### config.mk
export PLATFORM = sky130hd
export DESIGN_NAME = tmr_scrub_ctrl
export DESIGN_NICKNAME = d
export VERILOG_FILES = /design/src/rtl/tmr_scrub_ctrl.sv
export SDC_FILE = /design/constraint.sdc
export NUM_CORES = 1
export LEC_CHECK = 0
export ABC_AREA = 1
export BUFFER_PORTS_ARGS = -buffer_cell sky130_fd_sc_hd__buf_2
export CORE_MARGIN = 10
export CORE_UTILIZATION = 45
export DETAILED_ROUTE_END_ITERATION = 7
export HOLD_SLACK_MARGIN = 0.06
export PLACE_DENSITY = 0.79
export SLEW_MARGIN = 20
export SYNTH_ARGS = -nofsm -noshare
export SYNTH_HDL_FRONTEND = slang
export SYNTH_SLANG_ARGS = --single-unit
### constraint.sdc
create_clock -name clk_i -period 3.55 [get_ports clk_i]
set_input_delay 0.355 -clock clk_i [delete_from_list [all_inputs] [get_ports clk_i]]
set_output_delay 0.355 -clock clk_i [all_outputs]
set_load 0.01 [all_outputs]
### src/rtl/tmr_scrub_ctrl.sv
// tmr_scrub_ctrl
//   Scrub scheduler for a bank of DEPTH triplicated register words. Walks the
//   bank round-robin, reads all three copies of a word, forms the bitwise
//   majority vote and rewrites the voted value when any copy disagrees. Shares
//   the bank's single access port with functional writes and keeps
//   corrected-error statistics.
//
// Ports
//   clk_i        clock, rising edge
//   rst_ni       asynchronous active-low reset
//   en_i         scrub enable
//   clr_i        synchronous clear of err_cnt_o / multi_err_o
//   wr_req_i     functional write request (held stable until granted)
//   wr_addr_i    functional write address
//   wr_data_i    functional write data
//   wr_gnt_o     functional write accepted this cycle (combinational)
//   arr_addr_o   bank address
//   arr_rd_o     bank read strobe; rd_*_i valid the following cycle
//   arr_we_o     bank write strobe; arr_wdata_o goes to all three copies
//   arr_wdata_o  bank write data
//   rd_a_i/rd_b_i/rd_c_i  copy A/B/C read data
//   err_cnt_o    corrected words since reset/clear, saturating
//   err_event_o  one-cycle pulse per corrected word
//   multi_err_o  sticky: more than one copy disagreed with the vote
//   busy_o       scrub step in progress
//
// state | meaning
// IDLE  | interval timer runs while enabled; functional writes granted
// RD    | read strobe to word ptr; port owned by scrubber
// VOTE  | read data valid: vote, decide FIX; functional writes granted
// FIX   | rewrite voted value to word ptr, count the correction

module tmr_scrub_ctrl #(
   parameter int WIDTH    = 8,
   parameter int DEPTH    = 16,
   parameter int ADDR_W   = 4,
   parameter int INTERVAL = 255,
   parameter int CNT_W    = 8
) (
   input  logic              clk_i,
   input  logic              rst_ni,
   input  logic              en_i,
   input  logic              clr_i,
   input  logic              wr_req_i,
   input  logic [ADDR_W-1:0] wr_addr_i,
   input  logic [WIDTH-1:0]  wr_data_i,
   output logic              wr_gnt_o,
   output logic [ADDR_W-1:0] arr_addr_o,
   output logic              arr_rd_o,
   output logic              arr_we_o,
   output logic [WIDTH-1:0]  arr_wdata_o,
   input  logic [WIDTH-1:0]  rd_a_i,
   input  logic [WIDTH-1:0]  rd_b_i,
   input  logic [WIDTH-1:0]  rd_c_i,
   output logic [CNT_W-1:0]  err_cnt_o,
   output logic              err_event_o,
   output logic              multi_err_o,
   output logic              busy_o
);

   localparam int TMR_W = (INTERVAL < 2) ? 1 : $clog2(INTERVAL + 1);
   localparam logic [TMR_W-1:0]  TMR_RELOAD = TMR_W'(INTERVAL);
   localparam logic [ADDR_W-1:0] PTR_LAST   = ADDR_W'(DEPTH - 1);

   typedef enum logic [1:0] {
      IDLE = 2'd0,
      RD   = 2'd1,
      VOTE = 2'd2,
      FIX  = 2'd3
   } state_t;

   state_t            state_q, state_d;
   logic [ADDR_W-1:0] ptr_q, ptr_d;
   logic [TMR_W-1:0]  timer_q, timer_d;
   logic [WIDTH-1:0]  vote_q, vote_d;
   logic              multi_q, multi_d;
   logic [CNT_W-1:0]  err_cnt_q, err_cnt_d;
   logic              multi_err_q, multi_err_d;

   logic [WIDTH-1:0]  vote_w;
   logic              bad_a, bad_b, bad_c;
   logic              mism_w, multi_w;
   logic [ADDR_W-1:0] ptr_next;

   assign vote_w   = (rd_a_i & rd_b_i) | (rd_a_i & rd_c_i) | (rd_b_i & rd_c_i);
   assign bad_a    = (rd_a_i != vote_w);
   assign bad_b    = (rd_b_i != vote_w);
   assign bad_c    = (rd_c_i != vote_w);
   assign mism_w   = bad_a | bad_b | bad_c;
   assign multi_w  = (bad_a & bad_b) | (bad_a & bad_c) | (bad_b & bad_c);
   assign ptr_next = (ptr_q == PTR_LAST) ? '0 : ptr_q + ADDR_W'(1);

   always_ff @(posedge clk_i or negedge rst_ni) begin
      if (!rst_ni) begin
         state_q     <= IDLE;
         ptr_q       <= '0;
         timer_q     <= TMR_RELOAD;
         vote_q      <= '0;
         multi_q     <= 1'b0;
         err_cnt_q   <= '0;
         multi_err_q <= 1'b0;
      end else begin
         state_q     <= state_d;
         ptr_q       <= ptr_d;
         timer_q     <= timer_d;
         vote_q      <= vote_d;
         multi_q     <= multi_d;
         err_cnt_q   <= err_cnt_d;
         multi_err_q <= multi_err_d;
      end
   end

   always_comb begin
      state_d     = state_q;
      ptr_d       = ptr_q;
      timer_d     = timer_q;
      vote_d      = vote_q;
      multi_d     = multi_q;
      err_cnt_d   = err_cnt_q;
      multi_err_d = multi_err_q;
      wr_gnt_o    = 1'b0;
      arr_addr_o  = '0;
      arr_rd_o    = 1'b0;
      arr_we_o    = 1'b0;
      arr_wdata_o = '0;
      err_event_o = 1'b0;
      busy_o      = 1'b0;

      case (state_q)
         IDLE: begin
            wr_gnt_o = wr_req_i;
            if (en_i) begin
               if (timer_q == '0) begin
                  state_d = RD;
                  timer_d = TMR_RELOAD;
               end else begin
                  timer_d = timer_q - TMR_W'(1);
               end
            end
         end
         RD: begin
            busy_o     = 1'b1;
            arr_rd_o   = 1'b1;
            arr_addr_o = ptr_q;
            state_d    = VOTE;
         end
         VOTE: begin
            busy_o   = 1'b1;
            wr_gnt_o = wr_req_i;
            vote_d   = vote_w;
            multi_d  = multi_w;
            // A functional write to the word under scrub supersedes the repair.
            if (wr_req_i && (wr_addr_i == ptr_q)) begin
               ptr_d   = ptr_next;
               state_d = IDLE;
            end else if (mism_w) begin
               state_d = FIX;
            end else begin
               ptr_d   = ptr_next;
               state_d = IDLE;
            end
         end
         FIX: begin
            busy_o      = 1'b1;
            arr_we_o    = 1'b1;
            arr_addr_o  = ptr_q;
            arr_wdata_o = vote_q;
            err_event_o = 1'b1;
            if (err_cnt_q != '1) begin
               err_cnt_d = err_cnt_q + CNT_W'(1);
            end
            multi_err_d = multi_err_q | multi_q;
            ptr_d       = ptr_next;
            state_d     = IDLE;
         end
         default: state_d = IDLE;
      endcase

      if (wr_gnt_o) begin
         arr_we_o    = 1'b1;
         arr_addr_o  = wr_addr_i;
         arr_wdata_o = wr_data_i;
      end

      // Clear beats a same-cycle increment, but a same-cycle multi still sticks.
      if (clr_i) begin
         err_cnt_d   = '0;
         multi_err_d = (state_q == FIX) & multi_q;
      end
   end

   assign err_cnt_o   = err_cnt_q;
   assign multi_err_o = multi_err_q;

endmodule

==> flow_metrics.tcl, run 1 <==
set metrics [dict create \
    clock_path_buffers 2 \
    wl_per_cell_um 12.0 \
    wl_um 5840 \
    hold_viol 0 \
    wl_met1_um 2610 \
    nNetsFinal 460 \
    wl_met2_um 2790 \
    grt_pass1_wl_um 10000 \
    cts_tree "yes" \
    r2r_cells 7 \
    dr.max_layer_used "met4" \
    clock_latency_ps 280 \
    cp_top_family "buffers and inverters" \
    synth_mux_area_share_pct 0 \
    dpl.hpwl_um 4820 \
    fin_crit_sh_pct 63.6 \
    cp-end-kind "output pin" \
    std_cell_rows 26 \
    core_um2 5070 \
    drc_errors 0 \
    peakVddDrop_mv 0.244 \
    io_pins 67 \
    initial_utilization_pct 46.2 \
    drt_iter0_markers 161 \
    dp_cells 478 \
    finalSetupTns_ps 0 \
    design_area_um2 2830 \
    async_flop_share_pct 100 \
    slew_headroom_pct 44.3 \
    hp-class "in2async" \
    synth-seq-area-share_pct 34.6 \
    synthToLayoutAreaGrowth_pct 20.8 \
    yosysTopAreaCellShare_pct 25.6 \
    final_layout_size_suffix_gt1_share_pct 28.6 \
    finalClockSkew_ps 6.61 \
    grt_usage_pct 13.8 \
    synth_edf_count 0 \
    rsz0062_at_grt "no" \
    placed_cell_area_um2 2740 \
    wl_met3_um 331 \
    dr.pass1.iters 4 \
    worst_path_max_delay_cell "dfrtp_1" \
    ys_types 34 \
    antenna_found_initial 0 \
    grt_max_degree 33 \
    ys_seq_elements 32 \
    synth_flop_cell "dfrtp_1" \
    syn_area_um2 2340 \
    ant_nets 0 \
    yosys.cell_count.top_type "nand2_1" \
    critical_path.max_stage_delay_ps 450 \
    maxCapViolations 0 \
    final.fill_count 495 \
    path_max_fanout 11 \
    h-tree-depth 2 \
    worstReg2RegEnd "err_cnt_o[7]$_DFFE_PN0P_" \
    cts_sinks 32 \
    diodes 0 \
    synth_top_area_cell "dfrtp_1" \
    die_h_um 92.2 \
    period_minus_slack_ps 2260 \
    synth_fp_nets 390 \
    synth_cells 345 \
    worstPathCellList "nand2_1 -> clkinv_1 -> a22o_1 -> buf_2" \
    leakage_nw 1.55 \
    layout.cells.non_filler 486 \
    synth-compound-area-share_pct 14.8 \
    place.gp.congestion 0.871 \
    finalSetupViolations 0 \
    numCtsBuffers 5 \
    hold_ws_ps 102 \
    reg2reg_from "state_q[1]$_DFFE_PN0P_" \
    powerDensity_nw_per_um2 562 \
    postCtsSetupBuffers 0 \
    die_w_um 92.2 \
    drv_slew 0 \
    synthXorXnorAreaFrac_pct 0.747 \
    hold_buffers 0 \
    vias 2449 \
    grt-ovfl-total 0 \
    yosys-top-cells-count "nand2_1 (75), nand3_1 (63), o21ai_0 (38)" \
    synth-adder-area-share_pct 2.14 \
    tightest_slew_ps 833 \
    r2r_slack_ps 1860 \
    cp.required_ps 3190 \
    grt_pass1_vias 2338 \
    fmax_mhz 443 \
    yosys.area_share.simple_pct 38.0 \
    syn_avg_cell_area_um2 6.79 \
    ys_top_cells_by_area "dfrtp_1 (26%), nand3_1 (13%), nand2_1 (12%), dfstp_2 (9.0%), o21ai_0 (8.1%)" \
    dieArea_um2 8490 \
    outcome "complete, no violations" \
    cp_data_arrival_time_ps 1900 \
    cts_root_buf "clkbuf_8" \
    portBuffers 66 \
    viasPerCell 5.04 \
    critPathKind "reg2out" \
    ys_warn_count 0 \
    post_cts_resized 0 \
    synth_top_family_by_area "simple AND/OR/NAND/NOR gates" \
    worst-path-buf-inv 2 \
    cts.clk_slew.worst_paths_ps 60 \
    worstSetupStartpointType "flip-flop" \
]
-- stage by stage --
stage	utilization [%]	total power (W)	setup WS (ps)
finish	55.8	0.00159	1290
global route	55.8	0.00174	1170
CTS	55.8	0.00161	1300
detailed placement	54.0	0.00132	1580
global placement	54.0	0.00129	1600
floorplan	-	0.00109	1990
-- state kept, by name (all words and copies together) (netlist names) --
register     count
multi_err_o      1
ptr_q            4
err_cnt_o        8
timer_q          8
state_q          2
multi_q          1
vote_q           8
-- kinds of logic (layout without fill, tap and decap cells) --
logic type / Yosys count / count (layout)
AND/OR/NAND/NOR: 189 / 189
AO/OA/AOI/OAI: 60 / 60
buffers and inverters: 58 / 129
flip-flops: 32 / 32
adder cells (fa/ha/maj): 4 / 4
XOR/XNOR: 2 / 2
-- cell type report --
type / instances / area [um^2] / area share (%)
Multi-Input combinational cell: 255 / 1310 / 46.1
Tap cell: 70 / 87.6 / 3.09
Sequential cell: 32 / 811 / 28.6
Timing Repair Buffer: 66 / 330 / 11.7
Inverter: 55 / 206 / 7.29
Clock buffer: 8 / 90.1 / 3.18
-- worst max path at each step --
stage / endpoint / cells after the start / slack [ps] / startpoint
2_1_floorplan: arr_addr_o[0] / 4 / 1990 / state_q[0]$_DFFE_PN0P_
4_1_cts: arr_wdata_o[3] / 4 / 1300 / state_q[1]$_DFFE_PN0P_
3_3_place_gp: arr_addr_o[1] / 6 / 1600 / wr_req_i
6_report: arr_wdata_o[3] / 4 / 1290 / state_q[1]$_DFFE_PN0P_
3_5_place_dp: arr_addr_o[0] / 6 / 1580 / wr_req_i
5_1_grt: arr_wdata_o[7] / 4 / 1170 / state_q[1]$_DFFE_PN0P_
-- worst register-to-register path: cells and delay by family, from the launching register on --
family           cells  cell delay [ps]
AO/OA/AOI/OAI        1              340
flip-flops           1              460
AND/OR/NAND/NOR      6              780
-- power breakdown --
group	internal (W)	switching, W	total [W]
sequential	0.000532	0.000109	0.000641
combinational	0.000256	0.000409	0.000665
clock	0.000158	0.000128	0.000286
-- metal layers --
layer	vias to the layer above	track usage, %
li1	1277	-
met1	1105	16.2
met2	53	23.9
met3	14	3.34
met4	0	4.88
met5	-	0
-- cells in the final DEF, fill, tap and decap left out, types with 2 or more instances in the layout --
master and instances:
inv_2 17, a22o_1 7, dfrtp_1 24, nand2_1 75, or2_2 3, nor3_1 4
nand2_4 2, o21ai_0 38, o22ai_1 3, nor2_1 23, buf_2 66, nand2_2 5
dfstp_2 8, ha_1 4, nor2_2 7, a21oi_1 5, nor2_4 2, nand3b_1 2
clkbuf_1 2, clkbuf_8 6, inv_1 37, nand3_1 63
Note: power is estimated with default switching activity, not from simulation.
==> run 2, diff against run 1 <==
Settings changed: PLACE_DENSITY 0.79 to 0.81.
Clock period 3.55 ns to 1.9 ns, I/O delays scaled along.
==> run 2 against run 1 <==
Net effect:
- sequential power grew 87%
- wire length grew 1.1%
- utilization grew 0.57 points
- critical endpoint is now arr_wdata_o[5]
==> flow_metrics.tcl, run 2 (synthesis gave the netlist of run 1 again) <==
set metrics [dict create \
    outcome "complete, no violations" \
    cts.clk_slew.worst_paths_ps 60 \
    dieArea_um2 8490 \
    die_w_um 92.2 \
    initial_utilization_pct 46.2 \
    mostFrequentLayoutCell "nand2_1" \
    fin_util_pct 56.3 \
    dr.pass1.iters 4 \
    worstSetupStartpointType "flip-flop" \
    nNetsFinal 463 \
    peakVddDrop_mv 0.505 \
    hp-class "in2reg" \
    antenna_found_initial 0 \
    hold_viol 0 \
    final_layout_size_suffix_gt1_share_pct 29.1 \
    place.gp.congestion 0.847 \
    multiInputGateArea_um2 1310 \
    rsz0062_at_grt "no" \
    fin_crit_sh_pct 93.0 \
    grt_pass1_wl_um 10300 \
    cp_data_arrival_time_ps 1580 \
    holdPathStages 2 \
    critPathKind "reg2out" \
    cp-end-kind "output pin" \
    die_h_um 92.2 \
    slew_headroom_pct 54.0 \
    vias 2477 \
    cts_root_buf "clkbuf_8" \
    path_max_fanout 8 \
    synthToLayoutAreaGrowth_pct 22.0 \
    core_um2 5070 \
    grt-ovfl-total 0 \
    maxCapViolations 0 \
    tightest_slew_ps 690 \
    portBuffers 66 \
    drv_slew 0 \
    final.fill_count 495 \
    io_pins 67 \
    cp.required_ps 1710 \
    drt_iter0_markers 163 \
    layout.cells.non_filler 489 \
    finalSetupViolations 0 \
    leakage_nw 1.56 \
    viasPerCell 5.07 \
    final_cell_mix "nand2_1 (75), buf_2 (66), nand3_1 (63)" \
    drc_errors 0 \
    numCtsBuffers 5 \
    cts_sinks 32 \
    grt_max_degree 33 \
    seqCellArea_um2 811 \
    r2r_cells 11 \
    grt_pass1_vias 2445 \
    diodes 0 \
    wl_per_cell_um 12.1 \
    finalClockSkew_ps 6.56 \
    dpl.hpwl_um 4860 \
    period_minus_slack_ps 1770 \
    wl_um 5900 \
    cts_tree "yes" \
    grt_usage_pct 14.3 \
    clock_path_buffers 2 \
    finalSetupTns_ps 0 \
    ant_nets 0 \
    dp_cells 480 \
    fmax_mhz 566 \
    clock_latency_ps 280 \
    powerDensity_nw_per_um2 1050 \
    std_cell_rows 26 \
    h-tree-depth 2 \
]
[run 2: cell count changes in the layout (fill, tap and decap cells not counted)]
cell	change
buf_4	+2
clkinv_1	-1
clkinvlp_4	+1
dlygate4sd3_1	+1
[run 2: final timing paths]
| path | start | endpoint | slack, ps |
|---|---|---|---|
| max | state_q[1]$_DFFE_PN0P_ | arr_wdata_o[5] | 130 |
| min | clr_i | err_cnt_o[2]$_DFFE_PN0P_ | 80 |
| max reg2reg | err_cnt_o[0]$_DFFE_PN0P_ | err_cnt_o[7]$_DFFE_PN0P_ | 210 |
| min reg2reg | vote_q[6]$_DFFE_PN0P_ | vote_q[6]$_DFFE_PN0P_ | 490 |
| max in group asynchronous | rst_ni | multi_q$_DFFE_PN0P_ | 970 |
| min in group asynchronous | rst_ni | err_cnt_o[3]$_DFFE_PN0P_ | 490 |
[run 2: final cells by class]
type                    count  area share [%]
multi-input cells         255            45.6
flip-flops and latches     32            28.4
repair buffers             69            12.4
inverters                  55            7.35
clock buffers               8            3.15
well taps                  70            3.06
[run 2: critical path, cell delays in order (launching register included)]
cell and delay [ps]:
dfrtp_1 470, nand2_1 220, clkinvlp_4 230, a22o_1 250, buf_2 140
[run 2: per-stage QoR]
stage	power [W]	hold WS [ps]	instance area (um^2)	setup WS, ps
6_report	0.00300	79.0	2860	132
3_3_place_gp	0.00244	267	2760	301
2_1_floorplan	0.00204	-106	2340	344
5_1_grt	0.00328	72.9	2860	17.2
3_5_place_dp	0.00248	277	2760	222
4_1_cts	0.00303	71.1	2860	94.9
[run 2: routing by layer]
layer / track usage (%) / routed length, um / vias up
met2: 24.6 / 2840 / 60
met1: 15.8 / 2570 / 1124
met4: 7.46 / 144 / 0
li1: - / - / 1282
met3: 3.83 / 342 / 11
met5: 0 / 0 / -
[run 2: what timing repair did]
action	4_1_cts	5_1_grt
endpoints found under the hold margin	24	0
endpoints found under the setup margin	0	6
gates resized for setup	0	1
hold buffers	1	0
setup buffers	0	0
[run 2: where the power goes]
| group | switching (W) | internal [W] | total [W] |
|---|---|---|---|
| combinational | 0.000769 | 0.000494 | 0.00126 |
| clock | 0.000237 | 0.000295 | 0.000532 |
| sequential | 0.000209 | 0.000995 | 0.00120 |
